**src/rtl/instr_fetch_ctrl.sv**
```systemverilog
// Instruction fetch controller: issues one word-aligned memory read at a time,
// holds the returned word for decode and discards data fetched before a redirect.
module instr_fetch_ctrl #(
    parameter logic [31:0] RESET_ADDR = 32'h0000_0000
) (
    input  logic        clk,
    input  logic        rst,
    input  logic        redirect_valid,
    input  logic [31:0] redirect_addr,
    output logic        mem_req,
    output logic [31:0] mem_addr,
    input  logic        mem_ready,
    input  logic [31:0] mem_rdata,
    output logic        inst_valid,
    output logic [31:0] inst_data,
    output logic [31:0] inst_pc,
    input  logic        inst_ready
);

    localparam int unsigned AW = 32;
    localparam int unsigned WW = AW - 2;
    localparam logic [AW-1:0] RESET_PC = {RESET_ADDR[AW-1:2], 2'b00};

    typedef enum logic [1:0] {
        IDLE  = 2'd0,
        FETCH = 2'd1,
        HOLD  = 2'd2,
        FLUSH = 2'd3
    } state_t;

    state_t        state_q, state_d;
    logic [AW-1:0] pc_q, pc_d;
    logic [AW-1:0] mem_addr_q, mem_addr_d;
    logic          inst_valid_q, inst_valid_d;
    logic [AW-1:0] inst_data_q, inst_data_d;
    logic [AW-1:0] inst_pc_q, inst_pc_d;
    logic [AW-1:0] redir_pc;
    logic [AW-1:0] pc_next;

    assign redir_pc = {redirect_addr[AW-1:2], 2'b00};
    assign pc_next  = {pc_q[AW-1:2] + WW'(1), 2'b00};

    // Next-state and register updates; a redirect outranks every other event.
    always_comb begin
        state_d      = state_q;
        pc_d         = pc_q;
        mem_addr_d   = mem_addr_q;
        inst_valid_d = inst_valid_q;
        inst_data_d  = inst_data_q;
        inst_pc_d    = inst_pc_q;

        if (redirect_valid) begin
            pc_d         = redir_pc;
            inst_valid_d = 1'b0;
        end

        unique case (state_q)
            IDLE: begin
                mem_addr_d = redirect_valid ? redir_pc : pc_q;
                state_d    = FETCH;
            end
            FETCH: begin
                if (redirect_valid) begin
                    // An unfinished request must still complete, so drain it in FLUSH.
                    if (mem_ready) begin
                        mem_addr_d = redir_pc;
                    end else begin
                        state_d = FLUSH;
                    end
                end else if (mem_ready) begin
                    inst_data_d  = mem_rdata;
                    inst_pc_d    = mem_addr_q;
                    inst_valid_d = 1'b1;
                    pc_d         = pc_next;
                    state_d      = HOLD;
                end
            end
            HOLD: begin
                if (redirect_valid) begin
                    mem_addr_d = redir_pc;
                    state_d    = FETCH;
                end else if (inst_ready) begin
                    inst_valid_d = 1'b0;
                    mem_addr_d   = pc_q;
                    state_d      = FETCH;
                end
            end
            FLUSH: begin
                if (mem_ready) begin
                    mem_addr_d = redirect_valid ? redir_pc : pc_q;
                    state_d    = FETCH;
                end
            end
            default: state_d = IDLE;
        endcase
    end

    always_ff @(posedge clk or posedge rst) begin
        if (rst) begin
            state_q      <= IDLE;
            pc_q         <= RESET_PC;
            mem_addr_q   <= RESET_PC;
            inst_valid_q <= 1'b0;
            inst_data_q  <= '0;
            inst_pc_q    <= '0;
        end else begin
            state_q      <= state_d;
            pc_q         <= pc_d;
            mem_addr_q   <= mem_addr_d;
            inst_valid_q <= inst_valid_d;
            inst_data_q  <= inst_data_d;
            inst_pc_q    <= inst_pc_d;
        end
    end

    assign mem_req    = (state_q == FETCH) || (state_q == FLUSH);
    assign mem_addr   = mem_addr_q;
    assign inst_valid = inst_valid_q;
    assign inst_data  = inst_data_q;
    assign inst_pc    = inst_pc_q;

endmodule

```
**config.mk**
```make
export PLATFORM = sky130hd
export DESIGN_NAME = instr_fetch_ctrl
export DESIGN_NICKNAME = d
export VERILOG_FILES = /design/src/rtl/instr_fetch_ctrl.sv
export SDC_FILE = /design/constraint.sdc
export NUM_CORES = 1
export LEC_CHECK = 0
export CAP_MARGIN = 20
export CORE_ASPECT_RATIO = 1.25
export CORE_UTILIZATION = 52
export DETAILED_ROUTE_END_ITERATION = 12
export PLACE_DENSITY = 0.83
export SYNTH_ARGS = -nofsm -noshare
export SYNTH_HDL_FRONTEND = slang
export SYNTH_SLANG_ARGS = --single-unit
```
**constraint.sdc**
```tcl
create_clock -name clk -period 11.45 [get_ports clk]
set_input_delay 2.8625 -clock clk [delete_from_list [all_inputs] [get_ports clk]]
set_output_delay 2.8625 -clock clk [all_outputs]
set_load 0.01 [all_outputs]
```
* After elaboration in Yosys (flattened, before gate mapping)
Cells that the tools add are included.
** Cells by class
- Add/sub/neg operators :: 1
- Multipliers :: 0
- Divide/modulo/power cells :: 0
- Magnitude comparators :: 0
- Equal/unequal tests :: 9
- Shifts and indexed selects :: 0
- Multiplexer cells :: 23
- Bitwise operators :: 1
- Reduce and logical (&&, ||, !) cells :: 5
** Operators by type and width (count)
- 32-bit 2-to-1 mux :: 9
- 32-bit one-hot mux with 4 select lines :: 1
- 30-bit by 1-bit adder with 30-bit output, second input constant :: 1
- 2-bit 2-to-1 mux :: 6
- 3-bit != test, second input constant :: 3
- 2-bit one-hot mux with 4 select lines :: 1
- 4-bit AND reduction :: 2
- 2-bit != test, second input constant :: 3
- 1-bit 2-to-1 mux :: 5
- 2-bit == test, second input constant :: 2
- 3-bit AND reduction :: 1
- 2-bit by 1-bit == test with 1-bit output, second input constant :: 1
- 2-bit zero test :: 1
- 1-bit one-hot mux with 2 select lines :: 1
- 1-bit logical OR :: 1
- 1-bit inverter :: 1
** Storage, ports and cells
- Bits in registers :: 131
- Bits in latches :: 0
- Memory bits (writable) :: 0
- ROM bits :: 0
- Input port bits :: 69
- Output and inout bits :: 98
- Logic and storage cells :: 45
- Memories :: 0

* Depth between registers and ports, before layout
- Depth in word-level cells :: 4
- Depth in mapped cells :: 8

* Worst setup path before layout
OpenSTA, ideal clock, no wires.
- Path kind :: input port to flip-flop
- Start :: input mem_ready
- End :: register inst_data_q[13], in the netlist inst_data[13]
- Arrival time :: 4.270 ns
- Data required time :: 11.325 ns
- Setup slack :: 7.055 ns
- Cell stages on the path :: 5
- Cells stage by stage :: clkbuf_1 > and3b_1 > clkbuf_1 > buf_1 > mux2_2
** On the way
- Longest elaborated chain between the ends :: 1
** Ends and longest elaborated chain
- start, declared :: RTL line 12 : input logic mem_ready,
- 3-bit AND reduction (no source line)
- end signal, assigned :: RTL line 111 : inst_data_q <= inst_data_d;
- end, declared :: RTL line 35 : logic [AW-1:0] inst_data_q, inst_data_d;
No other way between the ends.
A chain may end at the register's enable or synchronous reset.

* Worst setup path after layout
- Start :: input redirect_valid
- End :: register pc_q[29]
** On the way
- Longest elaborated chain between the ends :: 4
** Ends and longest elaborated chain
- start, declared :: RTL line 8 : input logic redirect_valid,
- 32-bit 2-to-1 mux :: RTL line 52 : if (redirect_valid) begin
- 32-bit 2-to-1 mux :: RTL line 70 : end else if (mem_ready) begin
- 32-bit 2-to-1 mux :: RTL line 63 : if (redirect_valid) begin
- 32-bit 2-to-1 mux * :: RTL line 57 : unique case (state_q)
- net pc_d[29] :: RTL line 32 : logic [AW-1:0] pc_q, pc_d;
- end signal, assigned :: RTL line 108 : pc_q <= pc_d;
- end, declared :: RTL line 32
The timed path passes the listed nets; every way through them passes the cells marked *.

==> results.md <==
* Hold Crit Class: register to register
* Fin area at 8513 µm²
* Slew headroom at about a third
* ANT cells at 0
* DR DRC count at 0
* Data required time at the worst endpoint at roughly 12 ns
* Die X at approximately 100 µm
* Row Count at 43
* Synthesized area per cell at about 12 µm²
* Yosys warning total at 0
* Cells after DPL at about 770
* Port Buffers at around 160
* Async set-reset flop share out of synthesis at between 90% and 100%
* Fmax at 193.8 MHz
* Post-synth top area share at 53.50%
* Worst Skew at just over 0.007 ns
* Critical-path cell list: clkdlybuf4s50_1 > buf_4 > and3b_1 > buf_4 > nand4_1 > or4_1 > a211oi_1
* Leak pwr at about 0.0034 µW
* PwrDens at about 270 nW/µm²
* CP arrival at around 5.5 ns
* Clock Sinks at roughly 130
* Post-DP HPWL at 10,090 µm
* Area of the multi-input gates at about 2700 µm²
* Crit start category: input pin
* Maxcap violations at 0
* Mean routed wirelength per cell at 19.37 µm
* Routed vias at around 4,800
* Worst reg2reg setup slack at 8.53 ns
* Period Utilization, post-route at about 45%
* Cell variety after synth at between 50 and 60
* Max Buffers Root-to-Sink at 2
* Worst Tran Pin Value at 0.9894 ns
* Worst IR drop on VDD at 0.1676 mV
* Post_cts resized at 0
* CP max-delay cell: or4_1
* Synthesis-stage register bit count at between 100 and 150
* Total Nets Final at 729
* RSZ-0062 raised after global routing: false
* Count leader, synth: dfrtp_1
* Post-Synthesis Cells at about 500
* Cell mode on critical path: buf_4
* Starting density of the core at 54.23%
* Worst reg2reg path depth at 7
* Reg-to-Reg End: pc_q[29]$_DFF_PP0_
* Pins over their slew limit at 0
* Hold Vio Cnt, Final at 0
* Vias in the first global route at around 4,900
* Worst setup path end: pc_q[29]$_DFF_PP0_
* Area Overhead vs Synth at 38.94%
* Seq/Total Area, Yosys at ~54%
* Synth area leader: dfrtp_1
* Final wirelength at roughly 16,000 µm
* Post-DRT Antenna Nets at 0
* Initial DRC count at approximately 230
* Largest net degree at the start of global routing at between 80 and 90
* Grt total ovfl at 0
* CP max stage delay at 0.56 ns
* Synth Cell Area at a little over 6000 µm²
* Predominant post-synthesis flop cell: dfrtp_1
* Clk Latency, worst-skew pair at 0.41 ns
* Number of flops mapped to enable cells by yosys at 0
* Hold-fix buffers at CTS at 0
* Num ports at roughly 170
* Final setup fails at 0
* Sequential cell area at roughly 3300 µm²
* Die Y at ~120 µm
* Outcome: finished clean
* Placed cell area at roughly 7800 µm²
* Initial antenna violation count at 0
* TritonRoute pass-1 iters at 7
* R2R Path Start: state_q[1]$_DFFE_PP0P_
* Syn_nets at 570
* Clock Tree Root: clkbuf_16
* Final worst slack at ~6.3 ns
* Final min period at a little over 5 ns
* Filler cell count in the final layout at 750
* Crit. End Element: register
* Post-CTS Setup Inserts at 0
* Clk slew on worst S/H paths at ~0.05 ns
* Finished Layout Cells at 804
* Synth top cells by count: 131 x dfrtp_1, 123 x mux2_2, 30 x nor2_1, 27 x nand2_1, 16 x clkbuf_1
* Critical Path Start: redirect_valid
* DR vias/cell at slightly below 6
* Crit-path max FO at 50
* Routability cong. at just over 0.9
* Setup WS pre-CTS at between 5 and 6 ns
* CP Class: input pin to register
* Total CTS buffers at 17
* CTS tree: yes
* Global Route Usage Sum at about a quarter
* First-pass GRT wire length at 24,760 µm
* Setup TNS at 0 ns
* Top cells by area, synth: dfrtp_1 54%, mux2_2 23%, nor2_1 1.8%
* Pwr Total at between 2000 and 2500 µW
* H-tree levels at 4
* DIE AREA at ~12,000 µm²
* Share of cells above drive strength 1 at around a quarter
* Core area at between 10,000 and 15,000 µm²
[stage by stage]
stage	hold slack [ns]	utilization, %
6_report	0.5028	75.35
5_1_grt	0.5107	75.35
4_1_cts	0.5053	75.35
3_5_place_dp	0.4934	69.45
3_3_place_gp	0.4857	69.45
2_1_floorplan	0.4842	-
[logic make-up after synthesis]
group	after synthesis	share of synthesized area (%)
flops	131	53.50
compound gates	60	6.780
buf+inv	39	3.145
xor+xnor	9	1.286
fa+ha+maj	4	0.8169
simple gates	130	11.70
mux	124	22.77
[power breakdown]
part           switching, µW  total, µW  internal (µW)
Clock                    195        614            419
Sequential               128        777            649
Combinational            357        904            546
Total                    680       2300           1610
[cells in the final DEF (no fill, tap or decap), types with 6 or more instances in the layout]
master           instances
a211oi_1                 7
a21oi_1                  6
a311oi_1                10
and3_1                   7
bufinv_16                6
clkbuf_16               17
clkdlybuf4s50_1        164
dfrtp_1                131
inv_1                    7
mux2_2                 123
nand2_1                 27
nand3_1                  8
nand4_1                 14
nor2_1                  29
nor4_1                  11
o21ai_0                 14
or4_1                    7
[state kept, by name, indices dropped and copies added (netlist names)]
signal	flops
inst_data	32
inst_pc	32
mem_addr	32
pc_q	32
state_q	2
inst_valid	1
[worst min-delay path by stage]
stage	cells past startpoint	to	slack (ns)	start
3_5_place_dp	1	inst_pc[29]$_DFFE_PP0P_	0.49	inst_pc[29]$_DFFE_PP0P_
2_1_floorplan	1	pc_q[0]$_DFF_PP0_	0.48	pc_q[0]$_DFF_PP0_
6_report	1	inst_pc[25]$_DFFE_PP0P_	0.50	inst_pc[25]$_DFFE_PP0P_
4_1_cts	1	inst_pc[29]$_DFFE_PP0P_	0.51	inst_pc[29]$_DFFE_PP0P_
5_1_grt	1	inst_pc[25]$_DFFE_PP0P_	0.51	inst_pc[25]$_DFFE_PP0P_
3_3_place_gp	1	inst_pc[25]$_DFFE_PP0P_	0.49	inst_pc[25]$_DFFE_PP0P_
[worst max-delay path: cells and delay by family]
family	cells	cell delay, ns
buf+inv	3	1.10
compound gates	1	0.20
simple gates	3	1.29
[routing by layer]
layer,vias up,share of wire (%),GRT usage (%)
met5,-,0,0
met4,0,1.6,8.824
met3,26,9.1,9.158
met2,227,51,45.72
met1,2366,39,30.77
li1,2160,-,-
[final cells by class]
class / instances / area share (%)
multi-input cells: 327 / 31.45
well taps: 135 / 1.984
repair buffers: 169 / 19.72
clock buffers: 22 / 5.453
clock inverters: 10 / 2.381
inverters: 10 / 0.4997
flip-flops and latches: 131 / 38.51
Power figures use the tool's default switching activity.
==> RTL edit 1: new RTL, config.mk and constraints unchanged <==
Encoding of `state_t`: now one-hot (4 bits for 4 states).
--- a/src/rtl/instr_fetch_ctrl.sv
+++ b/src/rtl/instr_fetch_ctrl.sv
@@ -22,9 +22,9 @@
     localparam logic [AW-1:0] RESET_PC = {RESET_ADDR[AW-1:2], 2'b00};
 
-    typedef enum logic [1:0] {
-        IDLE  = 2'd0,
-        FETCH = 2'd1,
-        HOLD  = 2'd2,
-        FLUSH = 2'd3
+    typedef enum logic [3:0] {
+        IDLE  = 4'b0001,
+        FETCH = 4'b0010,
+        HOLD  = 4'b0100,
+        FLUSH = 4'b1000
     } state_t;
 
Function: no difference found for any inputs over 4 cycles, from zero or initial values and one cycle with rst high; so few cycles prove little.
==> RTL edit 1 against the original RTL <==
Global-route usage down 0.42 points; clock skew about the same; area after synthesis up 1.3%; count of clock-buffer cells in the layout up 1; combinational power down 5.8%; sequential cell count up 2; routed wire length down 0.44%; power down 1.5%; non-clock buffer count unchanged; design area up 2.3%; synthesized cell count up 2.6%; setup slack worse by 0.20 ns; critical path type unchanged; largest cell class unchanged; highest routed layer unchanged.
==> RTL edit 1: results (changes against the original RTL) <==
[global_route]
grt.overflow.total = 0  ; unchanged
grt_pass1_wl_um = 24500  ; -0.98%
antenna_found_initial = 0  ; unchanged
grt_pass1_vias = 4912  ; +0.57%
grtUsageTotal = 0.260  ; -0.00421
grt_max_degree = 84  ; -2.3%

[clock_network]
cts_buffer_depth = 2  ; unchanged
cts_buffers = 17  ; unchanged
h-tree-depth = 4  ; unchanged
clkLatencyLatePin_ns = 0.42
cts_root_buffer = clkbuf_16
cts_setup_buffers = 0  ; unchanged
cts.reportedPaths.clkPinSlew_ns = 0.06
cts_resized = 0  ; unchanged
cts_hold_buf = 0  ; unchanged

[status]
status = finished, final reports clean

[worst_setup_path]
ff2ff_setup_slack_ns = 8.00  ; -0.53 ns
max_stage_delay_ns = 0.93  ; +0.37 ns
crit_slowest_cell = or4_2
cp_max_fo = 27  ; -46%
arrival_ns = 5.69  ; +0.21 ns

[placed_design]
portBuffers = 164  ; unchanged
place.gp.congestion = 0.794  ; -13%
pre_cts_slack_ns = 5.75  ; -0.159 ns
hpwl_um = 10200  ; +1.2%

[synthesis]
seq_area_frac_synth = 0.536  ; +0.00115
synth_nets = 580  ; +1.8%
synth_cell_types = 46  ; -13%
ys_async_sr_fraction = 1.00  ; unchanged
synth_area_leaders = dfrtp_1, mux2_2, or4_1
netlist_top_cells_count = dfrtp_1, mux2_2, nand2_1
yosysWarnings = 0  ; unchanged

[layout]
fill_cells = 769  ; +2.5%
num-nets-final = 737  ; +1.1%
drive_gt1_frac = 0.262  ; +0.00915
diodes = 0  ; unchanged

[power_and_ir_drop]
power.switching_uw = 654  ; -3.9%
peakVddDrop_uv = 170  ; +1.3%
leakage_uw = 0.00353  ; +2.7%

[routing]
viasPerCell = 5.72  ; -3.8%
drt_pre_antenna_iters = 4  ; -3
wirelength_um = 15500  ; -0.44%
drt_iter0_drc = 256  ; +13%

[timing]
min_period_ns = 5.36  ; +0.200 ns
slew_headroom = 0.294  ; -0.0408
worst_hold_slack_ns = 0.501  ; -0.00217 ns
clock_skew_ns = 0.00735  ; +0.000241 ns

[worst_hold_path]
min_path_type = flip-flop to flip-flop

-- RTL edit 1: cell types whose count changed in the layout (fill, tap and decap cells not counted), moves of 4 or more --
cell and change:
a311oi_1 -10, or4_2 +4, o31ai_1 +8, and3_1 -5
nor2_1 -4, nor4_1 -8, a31oi_1 +11, nand4_1 -4
or4_1 +11, a211oi_1 -7, nand3_1 +9, o211ai_1 +4
-- RTL edit 1: area by class of cell --
class / instances / area [sq um] / area share
clock buffers: 23 / 488 / 0.0560
clock inverters: 9 / 195 / 0.0224
inverters: 9 / 38.8 / 0.00445
multi-input cells: 337 / 2760 / 0.317
flip-flops and latches: 133 / 3330 / 0.382
well taps: 161 / 201 / 0.0231
repair buffers: 169 / 1700 / 0.195
-- RTL edit 1: final timing paths --
check,start,to,depth (start not counted)
setup reg to reg,state_q[1]$_DFFE_PP0P_,pc_q[17]$_DFF_PP0_,4
min in group asynchronous,rst,inst_data[26]$_DFFE_PP0P_,2
max in group asynchronous,rst,state_q[0]$_DFFE_PP1P_,4
hold reg to reg,inst_pc[20]$_DFFE_PP0P_,inst_pc[20]$_DFFE_PP0P_,1
hold / removal,inst_pc[20]$_DFFE_PP0P_,inst_pc[20]$_DFFE_PP0P_,1
setup / recovery,mem_ready,pc_q[17]$_DFF_PP0_,4
-- RTL edit 1: per-stage QoR --
| stage | instances | cell area, sq um |
|---|---|---|
| CTS | 840 | 8680 |
| global route | 841 | 8710 |
| global placement | 808 | 8000 |
| finish | 841 | 8710 |
| detailed placement | 808 | 8000 |
| floorplan | 510 | 6210 |
-- RTL edit 1: worst max-delay path: cells and delay by family --
kind                   cells  cell delay, ns
AND/OR/NAND/NOR            2            1.84
buffers and inverters      1            0.80
AO/OA/AOI/OAI              1            0.18
-- RTL edit 1: layer usage --
layer / global-route usage / vias to the layer above / wire length [um]
met3: 0.0696 / 24 / 782
met1: 0.313 / 2421 / 6250
li1: - / 2210 / -
met5: 0 / - / 0
met2: 0.443 / 152 / 8130
met4: 0.106 / 0 / 347
-- RTL edit 1: cells by family (layout without fill, tap and decap cells) --
| kind of cell | count (synthesis) | in the layout | share of synthesized area |
|---|---|---|---|
| buffers and inverters | 40 | 210 | 0.0254 |
| XOR/XNOR | 9 | 9 | 0.0127 |
| adder cells (fa/ha/maj) | 1 | 1 | 0.00201 |
| flip-flops | 133 | 133 | 0.536 |
| AND/OR/NAND/NOR | 138 | 138 | 0.128 |
| AO/OA/AOI/OAI | 62 | 62 | 0.0653 |
| multiplexers | 127 | 127 | 0.230 |
-- RTL edit 1: power by group through the flow --
stage	Clock, uW	Sequential (uW)	Combinational (uW)
2_1_floorplan	0	835	346
3_3_place_gp	0	771	828
3_5_place_dp	0	785	849
4_1_cts	635	782	857
5_1_grt	656	808	906
6_report	627	782	852
==> RTL edit 2: new RTL, same flow settings <==
Without the edit above. Reset style: synchronous (`rst`), changed in one clocked block.
--- a/src/rtl/instr_fetch_ctrl.sv
+++ b/src/rtl/instr_fetch_ctrl.sv
@@ -96,5 +96,5 @@
     end
 
-    always_ff @(posedge clk or posedge rst) begin
+    always_ff @(posedge clk) begin
         if (rst) begin
             state_q      <= IDLE;
Function: differs if rst is asserted again (counterexample within 4 cycles, from zero or initial values and one cycle with rst high); with rst held inactive, the same outputs for 4 cycles.
==> RTL edit 2 against the original RTL <==
Hold slack got worse by 0.050 ns; synthesized cell count increased by 41%; setup slack got worse by 0.021 ns; sequential share of layout area decreased by 5.1 points; design area decreased by 7.7%; via count increased by 14%; area after synthesis decreased by 8.3%; routed wire length increased by 1.2%; sequential cell count unchanged; largest cell class is now multi-input gates.
Power is not compared: it rests on default switching activity, and its combinational part moved more than twofold at a synthesized area within 25%.
==> RTL edit 2: results (changes against the original RTL) <==
[status]
status = finished, final reports clean

[layout]
multi_input_area_sq_mm = 0.00276  ; +3.1%
drive_gt1_frac = 0.0708  ; -0.182
num-nets-final = 908  ; +25%
fin_cells = 979  ; +22%
fill_cells = 796  ; +6.1%

[routing]
wl_met3_um = 1140  ; -19%
wirelength_um = 15800  ; +1.2%
drt_iter0_drc = 301  ; +33%
drt_pre_antenna_iters = 5  ; -2
wl_met1_um = 6110  ; +1.6%
top_layer_used = met4
dr_wl_met2_um = 8140  ; +3.2%
route.vias.total = 5461  ; +14%

[synthesis]
netlist_instances = 701  ; +41%
synth_area_leaders = dfxtp_1, nand2_1, a21oi_1
synth_cell_types = 45  ; -15%
seq_area_frac_synth = 0.467  ; -0.0681
synth_nets = 774  ; +36%
ys_async_sr_fraction = 0  ; -1.00
netlist_top_cells_count = nand2_1, dfxtp_1, a21oi_1

[placed_design]
dp.cells = 948  ; +23%
pre_cts_slack_ns = 5.88  ; -0.0349 ns
place_area_sq_mm = 0.00726  ; -7.4%
hpwl_um = 10600  ; +4.8%
place.gp.congestion = 0.858  ; -6.1%

[global_route]
grt_pass1_wl_um = 25000  ; +1.1%
grt_max_degree = 98  ; +14%
grtUsageMet1 = 0.327  ; +0.0189
grt_util_met2 = 0.499  ; +0.0419
grtUsageTotal = 0.287  ; +0.0232
global_route.usage.met3 = 0.0740  ; -0.0176
grt_pass1_vias = 5109  ; +4.6%

[power_and_ir_drop]
leakage_uw = 0.00277
seq_power_share = 0.419
swShare = 0.256
peakVddDrop_uv = 126
p_clk_uw = 538

[worst_setup_path]
cp_max_fo = 56  ; +12%
crit_slowest_cell = a21oi_4
max_stage_delay_ns = 0.73  ; +0.17 ns
cp_top_family = compound AO/OA/AOI/OAI gates
arrival_ns = 5.49  ; about the same

[clock_network]
cts_root_buffer = clkbuf_16
cts_setup_buffers = 0  ; unchanged
clkLatencyLatePin_ns = 0.41  ; about the same

[timing]
worst_pin_slew_ns = 1.02  ; +0.0264 ns
clock_skew_ns = 0.00926  ; +0.00216 ns

==> RTL edit 2: changes by cell type after synthesis, moves of 14 or more <==
| cell | unedited run | this run |
|---|---|---|
| xor2_1 | 4 | 18 |
| nand2_1 | 27 | 181 |
| dfrtp_1 | 131 | 0 |
| clkbuf_1 | 16 | 41 |
| a311oi_1 | 10 | 32 |
| a21oi_1 | 6 | 75 |
| mux2_2 | 123 | 0 |
| o21ai_0 | 14 | 30 |
| dfxtp_1 | 0 | 131 |
| nor2_1 | 30 | 68 |
==> RTL edit 2: cell type report <==
| type | instances | area share |
|---|---|---|
| Clock buffer | 20 | 0.0594 |
| Clock inverter | 11 | 0.0162 |
| Inverter | 7 | 0.00334 |
| Multi-Input combinational cell | 507 | 0.351 |
| Sequential cell | 131 | 0.334 |
| Tap cell | 132 | 0.0210 |
| Timing Repair Buffer | 171 | 0.215 |
==> RTL edit 2: kinds of logic after synthesis <==
family / count (synthesis) / share of synthesized area
simple gates: 307 / 0.241
compound gates: 167 / 0.192
flops: 131 / 0.467
buf+inv: 63 / 0.0446
xor+xnor: 24 / 0.0374
mux: 5 / 0.00913
fa+ha+maj: 4 / 0.00891
==> RTL edit 2: worst paths after layout <==
| kind | start | endpoint | slack (ns) | cells after the start |
|---|---|---|---|---|
| setup / recovery | redirect_valid | mem_addr[10]$_SDFFE_PP0P_ | 6.27 | 6 |
| hold / removal | inst_pc[5]$_SDFFE_PP0P_ | inst_pc[5]$_SDFFE_PP0P_ | 0.45 | 2 |
| setup reg to reg | state_q[0]$_SDFFE_PP0P_ | pc_q[29]$_SDFF_PP0_ | 8.48 | 7 |
| hold reg to reg | inst_pc[5]$_SDFFE_PP0P_ | inst_pc[5]$_SDFFE_PP0P_ | 0.45 | 2 |
